File: config.mk
export PLATFORM = sky130hd
export DESIGN_NAME = phasediff_avg
export DESIGN_NICKNAME = d
export VERILOG_FILES = /design/src/rtl/phasediff_avg.sv
export SDC_FILE = /design/constraint.sdc
export NUM_CORES = 1
export LEC_CHECK = 0
export BUFFER_PORTS_ARGS = -buffer_cell sky130_fd_sc_hd__buf_2
export CAP_MARGIN = 5
export CORE_ASPECT_RATIO = 0.7
export CORE_UTILIZATION = 35
export DETAILED_ROUTE_END_ITERATION = 12
export PLACE_DENSITY = 0.56
export SYNTH_ARGS = -nofsm -noshare
export SYNTH_HDL_FRONTEND = slang
export SYNTH_SLANG_ARGS = --single-unit
File: constraint.sdc
create_clock -name clock -period 4.45 [get_ports clock]
set_input_delay 0.89 -clock clock [delete_from_list [all_inputs] [get_ports clock]]
set_output_delay 0.89 -clock clock [all_outputs]
set_load 0.005 [all_outputs]
File: src/rtl/phasediff_avg.sv
// phasediff_avg: wrapped phase difference of two 9Q10 hydrophone angles,
// averaged over windows of 2**LOG2N samples.
// The sample register, the subtract and the wrap each take one pipeline stage.
// The window accumulator consumes the wrapped sample in the fourth cycle.
module phasediff_avg #(
  parameter int LOG2N = 4
) (
  input  logic                     clock,
  input  logic                     reset,
  input  logic                     in_valid,
  input  logic signed [18:0]       angle_a,
  input  logic signed [18:0]       angle_b,
  input  logic                     clear,
  output logic signed [18:0]       avg_out,
  output logic                     avg_valid,
  output logic        [LOG2N:0]    fill
);

  localparam int DATA_W = 19;
  localparam int ACC_W  = LOG2N + DATA_W;
  localparam logic signed [DATA_W:0] HALF_TURN = 20'sd184320;
  localparam logic signed [DATA_W:0] FULL_TURN = 20'sd368640;
  localparam logic [LOG2N:0]         LAST      = {1'b0, {LOG2N{1'b1}}};

  typedef enum logic [1:0] {IDLE, ACCUM, DONE} state_t;

  // Fold a 20-bit difference into [-180, +180) degrees.
  function automatic logic signed [DATA_W-1:0] wrap_angle(input logic signed [DATA_W:0] d);
    logic signed [DATA_W:0] r;
    if (d >= HALF_TURN)
      r = d - FULL_TURN;
    else if (d < -HALF_TURN)
      r = d + FULL_TURN;
    else
      r = d;
    return DATA_W'(r);
  endfunction

  // Divide the window sum by N, rounding toward minus infinity.
  function automatic logic signed [DATA_W-1:0] floor_avg(input logic signed [ACC_W-1:0] sum);
    return DATA_W'(sum >>> LOG2N);
  endfunction

  logic signed [DATA_W-1:0] a_p0, b_p0;
  logic                     vld_p0;
  logic signed [DATA_W:0]   d_p1;
  logic                     vld_p1;
  logic signed [DATA_W-1:0] w_p2;
  logic                     vld_p2;

  state_t                   state, state_nxt;
  logic signed [ACC_W-1:0]  acc, acc_nxt, acc_sum;
  logic        [LOG2N:0]    fill_nxt;
  logic                     done_now;

  // Valid pipeline; clear drops every sample still in flight.
  always_ff @(posedge clock) begin
    if (!reset || clear) begin
      vld_p0 <= 1'b0;
      vld_p1 <= 1'b0;
      vld_p2 <= 1'b0;
    end else begin
      vld_p0 <= in_valid;
      vld_p1 <= vld_p0;
      vld_p2 <= vld_p1;
    end
  end

  // Data pipeline: p0 sample, p1 sign-extended difference, p2 wrapped difference.
  always_ff @(posedge clock) begin
    a_p0 <= angle_a;
    b_p0 <= angle_b;
    // p0 -> p1: subtract in 20 bits so the full +/-360 range is representable
    d_p1 <= (DATA_W+1)'(a_p0) - (DATA_W+1)'(b_p0);
    // p1 -> p2: wrap back into one turn
    w_p2 <= wrap_angle(d_p1);
  end

  // Window FSM state register.
  always_ff @(posedge clock) begin
    if (!reset || clear)
      state <= IDLE;
    else
      state <= state_nxt;
  end

  // Window FSM next-state logic.
  always_comb begin
    state_nxt = state;
    case (state)
      IDLE:    if (vld_p2) state_nxt = ACCUM;
      ACCUM:   if (vld_p2 && fill == LAST) state_nxt = DONE;
      DONE:    state_nxt = vld_p2 ? ACCUM : IDLE;
      default: state_nxt = IDLE;
    endcase
  end

  // Window FSM outputs: next accumulator, next fill and window completion.
  always_comb begin
    acc_nxt  = acc;
    fill_nxt = fill;
    done_now = 1'b0;
    acc_sum  = acc + ACC_W'(w_p2);
    case (state)
      ACCUM: begin
        if (vld_p2) begin
          if (fill == LAST) begin
            acc_nxt  = '0;
            fill_nxt = '0;
            done_now = 1'b1;
          end else begin
            acc_nxt  = acc_sum;
            fill_nxt = fill + 1'b1;
          end
        end
      end
      default: begin
        // IDLE and DONE both open a fresh window on an arriving sample
        if (vld_p2) begin
          acc_nxt  = ACC_W'(w_p2);
          fill_nxt = (LOG2N+1)'(1);
        end
      end
    endcase
  end

  // Accumulator, fill counter and averaged result registers.
  always_ff @(posedge clock) begin
    if (!reset) begin
      acc       <= '0;
      fill      <= '0;
      avg_out   <= '0;
      avg_valid <= 1'b0;
    end else if (clear) begin
      acc       <= '0;
      fill      <= '0;
      avg_valid <= 1'b0;
    end else begin
      // p2 -> result: the window closes on its Nth sample
      acc       <= acc_nxt;
      fill      <= fill_nxt;
      avg_valid <= done_now;
      if (done_now)
        avg_out <= floor_avg(acc_sum);
    end
  end

endmodule

After elaboration in Yosys (flattened, before gate mapping)
Cells that the tools add are included.
{"block": "word_totals", "input_bits": 42, "register_bits": 130}
{"block": "op_classes", "n_addsub": 5, "mux": 17, "n_reduce_logical": 7, "eq_ne": 5, "order_cmp": 2, "bitwise_logic": 2}
{"op": "$mux W23", "n": 4}
{"op": "$mux W19", "n": 2}
{"op": "$add A23 B19 Y23", "n": 1}
{"op": "$ge A20 B19 Y1 const B", "n": 1}
{"op": "$lt A20 B19 Y1 const B", "n": 1}
{"op": "$mux W5", "n": 4}
{"op": "$sub A19 B19 Y20", "n": 1}
{"op": "$add A19 B19 Y19 const B", "n": 1}
{"op": "$sub A19 B19 Y19 const B", "n": 1}
{"op": "$pmux W2 S3", "n": 1}
{"op": "$add A5 B1 Y5 const B", "n": 1}
{"op": "$eq A5 B4 Y1 const B", "n": 1}
{"op": "$mux W1", "n": 4}
{"op": "$mux W2", "n": 2}
{"op": "$ne A2 B2 Y1 const B", "n": 2}
{"op": "$reduce_and A2 Y1", "n": 2}
{"op": "$eq A2 B1 Y1 const B", "n": 1}
{"op": "$eq A2 B2 Y1 const B", "n": 1}
{"op": "$logic_not A2 Y1", "n": 1}
{"op": "$not A1 Y1", "n": 2}
{"op": "$reduce_or A2 Y1", "n": 1}
{"op": "$logic_and A1 B1 Y1", "n": 1}
{"op": "$logic_not A1 Y1", "n": 1}
{"op": "$logic_or A1 B1 Y1", "n": 1}

Longest topological paths before layout
Gate-level depths: netlist of the first run.
{"block": "logic_depth", "word_depth": 5, "depth_mapped": 10, "mapped_depth_nobuf": 10}

Worst setup path after synthesis of the first run
OpenSTA, ideal clock, no wires.
{"block": "synth_timing", "path_kind": "register to register", "from": "reg w_p2[0]", "to": "reg avg_out[18]", "t_required_ps": 4330, "arrival_ps": 2176, "path_stages_with_launch": 11, "slack_ps": 2154, "n_path_buf": 0, "path_cell_list": "dfxtp_1 > ha_1 > inv_1 > fa_1 > nand2b_1 > a21oi_1 > a21oi_2 > o211ai_1 > nor2b_1 > nor3_1 > o31a_1"}
{"block": "synth_between", "elab_chain_cells": 1}
{"item": "start: declaration", "line_no": "48", "source": "logic signed [DATA_W-1:0] w_p2;"}
{"item": "start signal: assignment", "line_no": "76", "source": "w_p2 <= wrap_angle(d_p1);"}
{"item": "$add A23 B19 Y23", "line_no": "103", "source": "acc_sum = acc + ACC_W'(w_p2);"}
{"item": "end signal: assignment", "line_no": "144", "source": "avg_out <= floor_avg(acc_sum);"}
{"item": "end: declaration", "line_no": "14", "source": "output logic signed [18:0] avg_out,"}
Every way passes these cells.
A chain may end at the register's enable or synchronous reset.

Worst setup path after layout of the first run
{"block": "layout_timing", "from": "reg w_p2[0]", "to": "reg acc[18]"}
{"block": "layout_between", "elab_chain_cells": 4}
{"item": "$add A23 B19 Y23", "line_no": "103"}
{"item": "$mux W23", "line_no": "107", "source": "if (fill == LAST) begin"}
{"item": "$mux W23", "line_no": "106", "source": "if (vld_p2) begin"}
{"item": "$mux W23", "line_no": "104", "source": "case (state)"}
{"item": "end signal: assignment", "line_no": "140", "source": "acc <= acc_nxt;"}
{"item": "end: declaration", "line_no": "52", "source": "logic signed [ACC_W-1:0] acc, acc_nxt, acc_sum;"}
Every way passes these cells. The select of a mux whose other input is x is not followed.

==> metrics, run 1 <==
status=complete, no violations; GRT busiest layer=met2; Crit path max-delay family=compound AO/OA/AOI/OAI gates; met3 Usage GRT=3.917%; initial antenna violation count=0; # DRC=0; Num CTS Buffers=17; pin count of the biggest net entering global routing=55; first-pass GRT wire length=about 23 mm; CTS Hold Bufs=0; nets=817; Seq pwr share=around 41%; P_int=2.360 mW; Final Util=between 40% and 50%; global routing usage on met1=between 20% and 30%; CP Capture Point=acc[18]$_SDFFE_PP0P_; mapped cell area=between 0.006 and 0.007 mm^2; vias in the first global route=between 4000 and 5000; Post-Route Setup TNS=0 ps; Design Power=approximately 3.3 mW; syn_area_per_cell=between 9 and 10 um^2; post-CTS setup repair buffer count=0; Worst Setup SP=w_p2[0]$_DFF_P_; per-cell routed wire length=14.38 um; clk sinks=130; Crit path required time=around 4800 ps; Tcrit/Tclk final=58.45%; H-Tree Depth=4; Sw Share=between 20 and 30%; Max VDD drop=0.0002322 V; maxcap violations=0; IO Port Bufs=between 60 and 70; io pins=67; crit path kind=flip-flop to flip-flop; CP Buf/Inv Count=1; # setup viols final=0; Register-to-Register Setup Slack=approximately 1800 ps; HPWL Detailed=10.02 mm; Synthesized Nets=~750; most common cell after layout, fill and taps aside=dfxtp_1; Syn Inst Count=666; clock power share=approximately two fifths; via count=about 5000; Die Y=between 100 and 150 um; pre-CTS WS=between 1500 and 2000 ps; total iterations of the first detailed-routing run=5; FP Rows=39; CP Launch Type=flip-flop; clock latency on the worst-skew pair=420 ps; RSZ-0062 raised after global routing=false; Crit. path cell count=10; R2R Path Start=w_p2[0]$_DFF_P_; CTS root buffer=clkbuf_16; Cell Chain, Critical Path=ha_1 -> inv_1 -> fa_1 -> nand2b_1 -> a21oi_1 -> a21oi_2 -> o21ai_1 -> a31oi_1 -> mux2i_1 -> o21ai_0; die width=roughly 160 um; crit path max fanout=7; layout cells sized above 1=between 10% and 20%; Worst R2R Path Depth=10; power density cells=roughly 470 mW/mm^2; reg-to-reg critical path endpoint=acc[18]$_SDFFE_PP0P_; GR Util met2=between 20% and 30%; Fin. Hold Viols=0; Die ar.=0.01789 mm^2; Crit. End Element=flip-flop; Post-synth EDFFs=0; Clock transition at path regs=about 60 ps; Layout area overhead=18.19%; Post-synth top flop=dfxtp_1; Worst Tran Pin Value=995.3 ps; fin. max-slew vios=0; post-CTS sizing=0; Comb pwr share=between 10% and 20%; relative slew slack=approximately a third; async set-reset flop share out of synthesis=0%; GRT Total Usage=between 10% and 20%; P_leak=3.239 nW; CTS tree=yes; GPL Wtd Cong=0.9254; Final Skew=a little under 9 ps; Worst path max stage delay=roughly 400 ps; critical path's slowest cell=o21ai_1; Core Box Area=between 0.015 and 0.02 mm^2; f_max=384.4 MHz; final wirelength=between 10 and 15 mm; Arr. time, crit path=2900 ps; sequential fraction of the synthesis area=a little over two fifths; most frequent cells in the layout=dfxtp_1, nand2_1, buf_2, ha_1, a21oi_1; Ant. Diodes=0; Net Sw Power=0.9897 mW; flop and latch count out of synthesis=130; post-detailed-route count of antenna-violating nets=0; detailed router's first-iteration violation count=between 300 and 400; final worst setup slack=~1800 ps; synth unique cells=between 60 and 70; total grt overflow=0; Period minus WS final=about 2600 ps; Synth warnings=0; initial core utilization=a little over a third; post-DR vias/cell=between 5 and 6; hold crit path type=flip-flop to flip-flop; clock tree buffer depth=2
## layer usage
metal	wire length, um	share of wire, %
met1	6765	49
met2	6000	43
met3	911	6.6
met4	215	1.5
met5	0	0
## power groups by stage
stage	clock, mW	combinational, mW	sequential [mW]
3_3_place_gp	0	0.631	1.38
3_5_place_dp	0	0.641	1.39
4_1_cts	1.37	0.648	1.36
2_1_floorplan	0	0.511	1.35
6_report	1.33	0.653	1.36
5_1_grt	1.42	0.737	1.38
## registers in the layout, summed over array words and instances (netlist names)
signal,flops
acc,23
d_p1,20
a_p0,19
avg_out,19
b_p0,19
w_p2,19
fill,5
state,2
avg_valid,1
vld_p0,1
vld_p1,1
vld_p2,1
## through the flow
| step | cell area, um^2 | hold slack (ps) | std cells |
|---|---|---|---|
| after floorplan | 6073 | 309.6 | 666 |
| after global placement | 6613 | 313.9 | 935 |
| after detailed placement | 6613 | 312.1 | 935 |
| after CTS | 7178 | 321.5 | 966 |
| after global routing | 7178 | 328.3 | 966 |
| final | 7178 | 322.8 | 966 |
## layout make-up
type / count / area (um^2)
fill: 1621 / 9462
sequential: 130 / 2603
clock buffer: 23 / 488.0
timing repair buffer: 70 / 360.3
tap: 225 / 281.5
inverter: 38 / 142.6
multi-input combinational: 472 / 3226
clock inverter: 8 / 77.57
## synthesized netlist by cell type (2+ instances only)
cell / count / share of area [%]
nand4_1: 6 / 0.62
a211oi_2: 4 / 0.82
clkbuf_1: 21 / 1.3
xnor2_1: 18 / 2.6
o31ai_1: 2 / 0.25
a21oi_2: 3 / 0.43
a21o_1: 18 / 2.2
o21bai_1: 3 / 0.37
nor2_1: 33 / 2.0
a22oi_1: 12 / 1.5
a31oi_1: 14 / 1.4
buf_2: 4 / 0.33
a21boi_0: 11 / 1.4
inv_1: 38 / 2.3
ha_1: 44 / 9.1
o21a_1: 6 / 0.74
a41o_1: 2 / 0.33
o311a_1: 2 / 0.33
nand2b_1: 11 / 1.1
or3_1: 3 / 0.31
o21ai_0: 38 / 3.1
o22ai_1: 3 / 0.31
fa_1: 2 / 0.66
nand2_1: 66 / 4.1
dfxtp_1: 130 / 43
o211ai_1: 3 / 0.37
nor4_1: 2 / 0.21
and3_1: 6 / 0.62
a211o_1: 3 / 0.43
and2_1: 5 / 0.52
o2111ai_1: 2 / 0.29
nor3_1: 14 / 1.2
o21ai_1: 9 / 0.74
nand3_1: 18 / 1.5
o221ai_1: 6 / 0.87
mux2i_1: 5 / 0.82
nor2b_1: 8 / 0.82
a21oi_1: 41 / 3.4
o311ai_0: 4 / 0.58
a211oi_1: 7 / 0.87
xor2_1: 15 / 2.2
## cells by family (layout without fill, tap and decap cells)
logic type	count (synthesis)	after routing	synth area share (%)
AO/OA/AOI/OAI	208	208	23.61
AND/OR/NAND/NOR	179	179	14.01
flip-flops	130	130	42.85
buffers and inverters	64	139	4.038
adder cells (fa/ha/maj)	46	46	9.724
XOR/XNOR	33	33	4.759
multiplexers	6	6	1.009
## how the worst min path moves through the flow
stage	end	cells past startpoint	from	slack, ps
2_1_floorplan	w_p2[0]$_DFF_P_	0	d_p1[0]$_DFF_P_	310
4_1_cts	w_p2[5]$_DFF_P_	0	d_p1[5]$_DFF_P_	320
5_1_grt	w_p2[6]$_DFF_P_	0	d_p1[6]$_DFF_P_	330
3_5_place_dp	w_p2[0]$_DFF_P_	0	d_p1[0]$_DFF_P_	310
3_3_place_gp	w_p2[7]$_DFF_P_	0	d_p1[7]$_DFF_P_	310
6_report	w_p2[5]$_DFF_P_	0	d_p1[5]$_DFF_P_	320
Note: power is estimated with default switching activity, not from simulation.
==> run 2, diff against run 1 <==
- clock period: 4.45 -> 2.5 ns (I/O delays scaled with it)
==> run 2 against run 1 <==
Effect of this change:
- design area up 2.5%
- sequential power up 79%
- die area unchanged
- critical endpoint is now d_p1[18]$_DFF_P_
- critical path depth unchanged
- maximum frequency up 7.3%
- global-route usage up 0.079 points
- hold slack worse by 150 ps
- cell count up 1.7%
==> metrics, run 2 (synthesis gave the netlist of run 1 again) <==
Worst R2R Path Depth=10; R2R Path Start=a_p0[0]$_DFF_P_; reg-to-reg critical path endpoint=d_p1[18]$_DFF_P_; crit path kind=flip-flop to flip-flop; IO Port Bufs=between 60 and 70; Clock transition at path regs=around 60 ps; total iterations of the first detailed-routing run=5; vias in the first global route=approximately 4900; hold crit path type=primary input to flip-flop; CP Launch Type=flip-flop; top flop regs=acc x23, d_p1 x20; via count=a little over 5000; Max VDD drop=about 0.00044 V; relative slew slack=~66%; layout cells sized above 1=19.55%; Crit. End Element=flip-flop; Design Power=5.940 mW; # setup viols final=0; nets=833; H-Tree Depth=4; P_leak=3.309 nW; f_max=about 410 MHz; Crit path max-delay family=compound AO/OA/AOI/OAI gates; pin count of the biggest net entering global routing=54; post-detailed-route count of antenna-violating nets=0; Worst Setup SP=a_p0[0]$_DFF_P_; initial antenna violation count=0; maxcap violations=0; detailed router's first-iteration violation count=~280; Crit path required time=between 2000 and 3000 ps; # DRC=0; Worst Tran Pin Value=between 500 and 600 ps; Core Box Area=approximately 0.017 mm^2; Die Y=around 110 um; CTS tree=yes; Worst path max stage delay=~480 ps; Crit. path cell count=10; Ant. Diodes=0; FP Rows=39; initial core utilization=36.50%; Die ar.=0.01789 mm^2; HPWL Detailed=roughly 10 mm; Reg with most FFs=acc; Num CTS Buffers=17; max reg flops=23; fin. max-slew vios=0; power density cells=a little over 800 mW/mm^2; most frequent cells in the layout=dfxtp_1, nand2_1, buf_2, ha_1, a21oi_1; total grt overflow=0; final wirelength=around 14 mm; per-cell routed wire length=~14 um; GRT Total Usage=between 10% and 20%; post-DR vias/cell=roughly 5; GPL Wtd Cong=approximately 0.9; crit path max fanout=4; clock latency on the worst-skew pair=430 ps; most common cell after layout, fill and taps aside=dfxtp_1; Final Skew=8.669 ps; io pins=67; Register-to-Register Setup Slack=approximately 76 ps; status=complete, no violations; die width=between 150 and 200 um; Tcrit/Tclk final=a little over nine tenths; clock tree buffer depth=2; cell count after placement=around 950; fin cells=between 900 and 1000; Arr. time, crit path=~2800 ps; Cell Chain, Critical Path=inv_2 -> ha_4 -> fa_2 -> nor2b_1 -> o21a_1 -> o21a_2 -> o31a_4 -> or4b_4 -> a211o_1 -> o211ai_2; CTS root buffer=clkbuf_16; fill cell count=1648; Layout area overhead=21.16%; CP Capture Point=d_p1[18]$_DFF_P_; Period minus WS final=between 2000 and 2500 ps; Fin. Hold Viols=0; clk sinks=130; critical path's slowest cell=or4b_4; CP Buf/Inv Count=1; first-pass GRT wire length=approximately 24 mm
==> run 2: cell types whose count changed in the layout (fill, tap and decap cells not counted), moves of 2 or more <==
| cell | previous run | this run |
|---|---|---|
| ha_4 | 0 | 2 |
| clkbuf_8 | 4 | 1 |
| inv_6 | 1 | 3 |
| dfxtp_2 | 0 | 4 |
| clkinvlp_4 | 2 | 4 |
| dfxtp_1 | 130 | 126 |
| ha_1 | 44 | 42 |
| buf_4 | 4 | 19 |
| clkbuf_1 | 2 | 0 |
| clkinv_2 | 3 | 5 |
==> run 2: worst min-delay path by stage <==
stage               depth (start not counted)  slack, ps          endpoint        startpoint
detailed placement                          0        310  w_p2[11]$_DFF_P_  d_p1[11]$_DFF_P_
floorplan                                   0        310   w_p2[0]$_DFF_P_   d_p1[0]$_DFF_P_
global placement                            0        310   w_p2[7]$_DFF_P_   d_p1[7]$_DFF_P_
global route                                1        150   a_p0[0]$_DFF_P_        angle_a[0]
finish                                      1        170   a_p0[0]$_DFF_P_        angle_a[0]
CTS                                         1        160   a_p0[3]$_DFF_P_        angle_a[3]
==> run 2: area by class of cell <==
type / instances / area, um^2 / area share (%)
clock buffers: 18 / 439.2 / 5.968
clock inverters: 13 / 111.4 / 1.513
inverters: 38 / 142.6 / 1.938
multi-input cells: 472 / 3283 / 44.62
flip-flops and latches: 130 / 2608 / 35.44
well taps: 225 / 281.5 / 3.826
repair buffers: 86 / 493.0 / 6.700
==> run 2: per-stage QoR <==
stage / utilization (%) / hold WS, ps / worst slack [ps] / area, um^2 / TNS, ps
2_1_floorplan: - / 309.6 / 204.4 / 6073 / 0
3_3_place_gp: 40.45 / 313.5 / 46.49 / 6730 / 0
3_5_place_dp: 40.45 / 314.3 / 12.45 / 6730 / 0
4_1_cts: 43.83 / 155.3 / 35.27 / 7293 / 0
5_1_grt: 44.22 / 152.7 / -7.263 / 7358 / -7.263
6_report: 44.22 / 168.0 / 75.59 / 7358 / 0
==> run 2: metal layers <==
metal | track usage, % | vias up | part of all wire, %
met5 | 0 | - | 0
met1 | 22.37 | 2361 | 50
met3 | 3.880 | 21 | 4.2
met2 | 25.91 | 103 | 44
li1 | - | 2547 | -
met4 | 6.795 | 0 | 1.6
==> run 2: what timing repair did <==
action,CTS,global route
pin swaps,0,11
gates resized for setup,4,13
endpoints found under the setup margin,2,17
endpoints found under the hold margin,0,0
hold buffers,0,0
setup buffers,0,2
==> run 2: power breakdown <==
part	switching [mW]	internal [mW]	total (mW)	leakage, nW
logic	0.712	0.484	1.20	1.97
clock network	0.926	1.38	2.31	0.265
registers	0.158	2.28	2.44	1.08
total	1.80	4.14	5.94	3.31
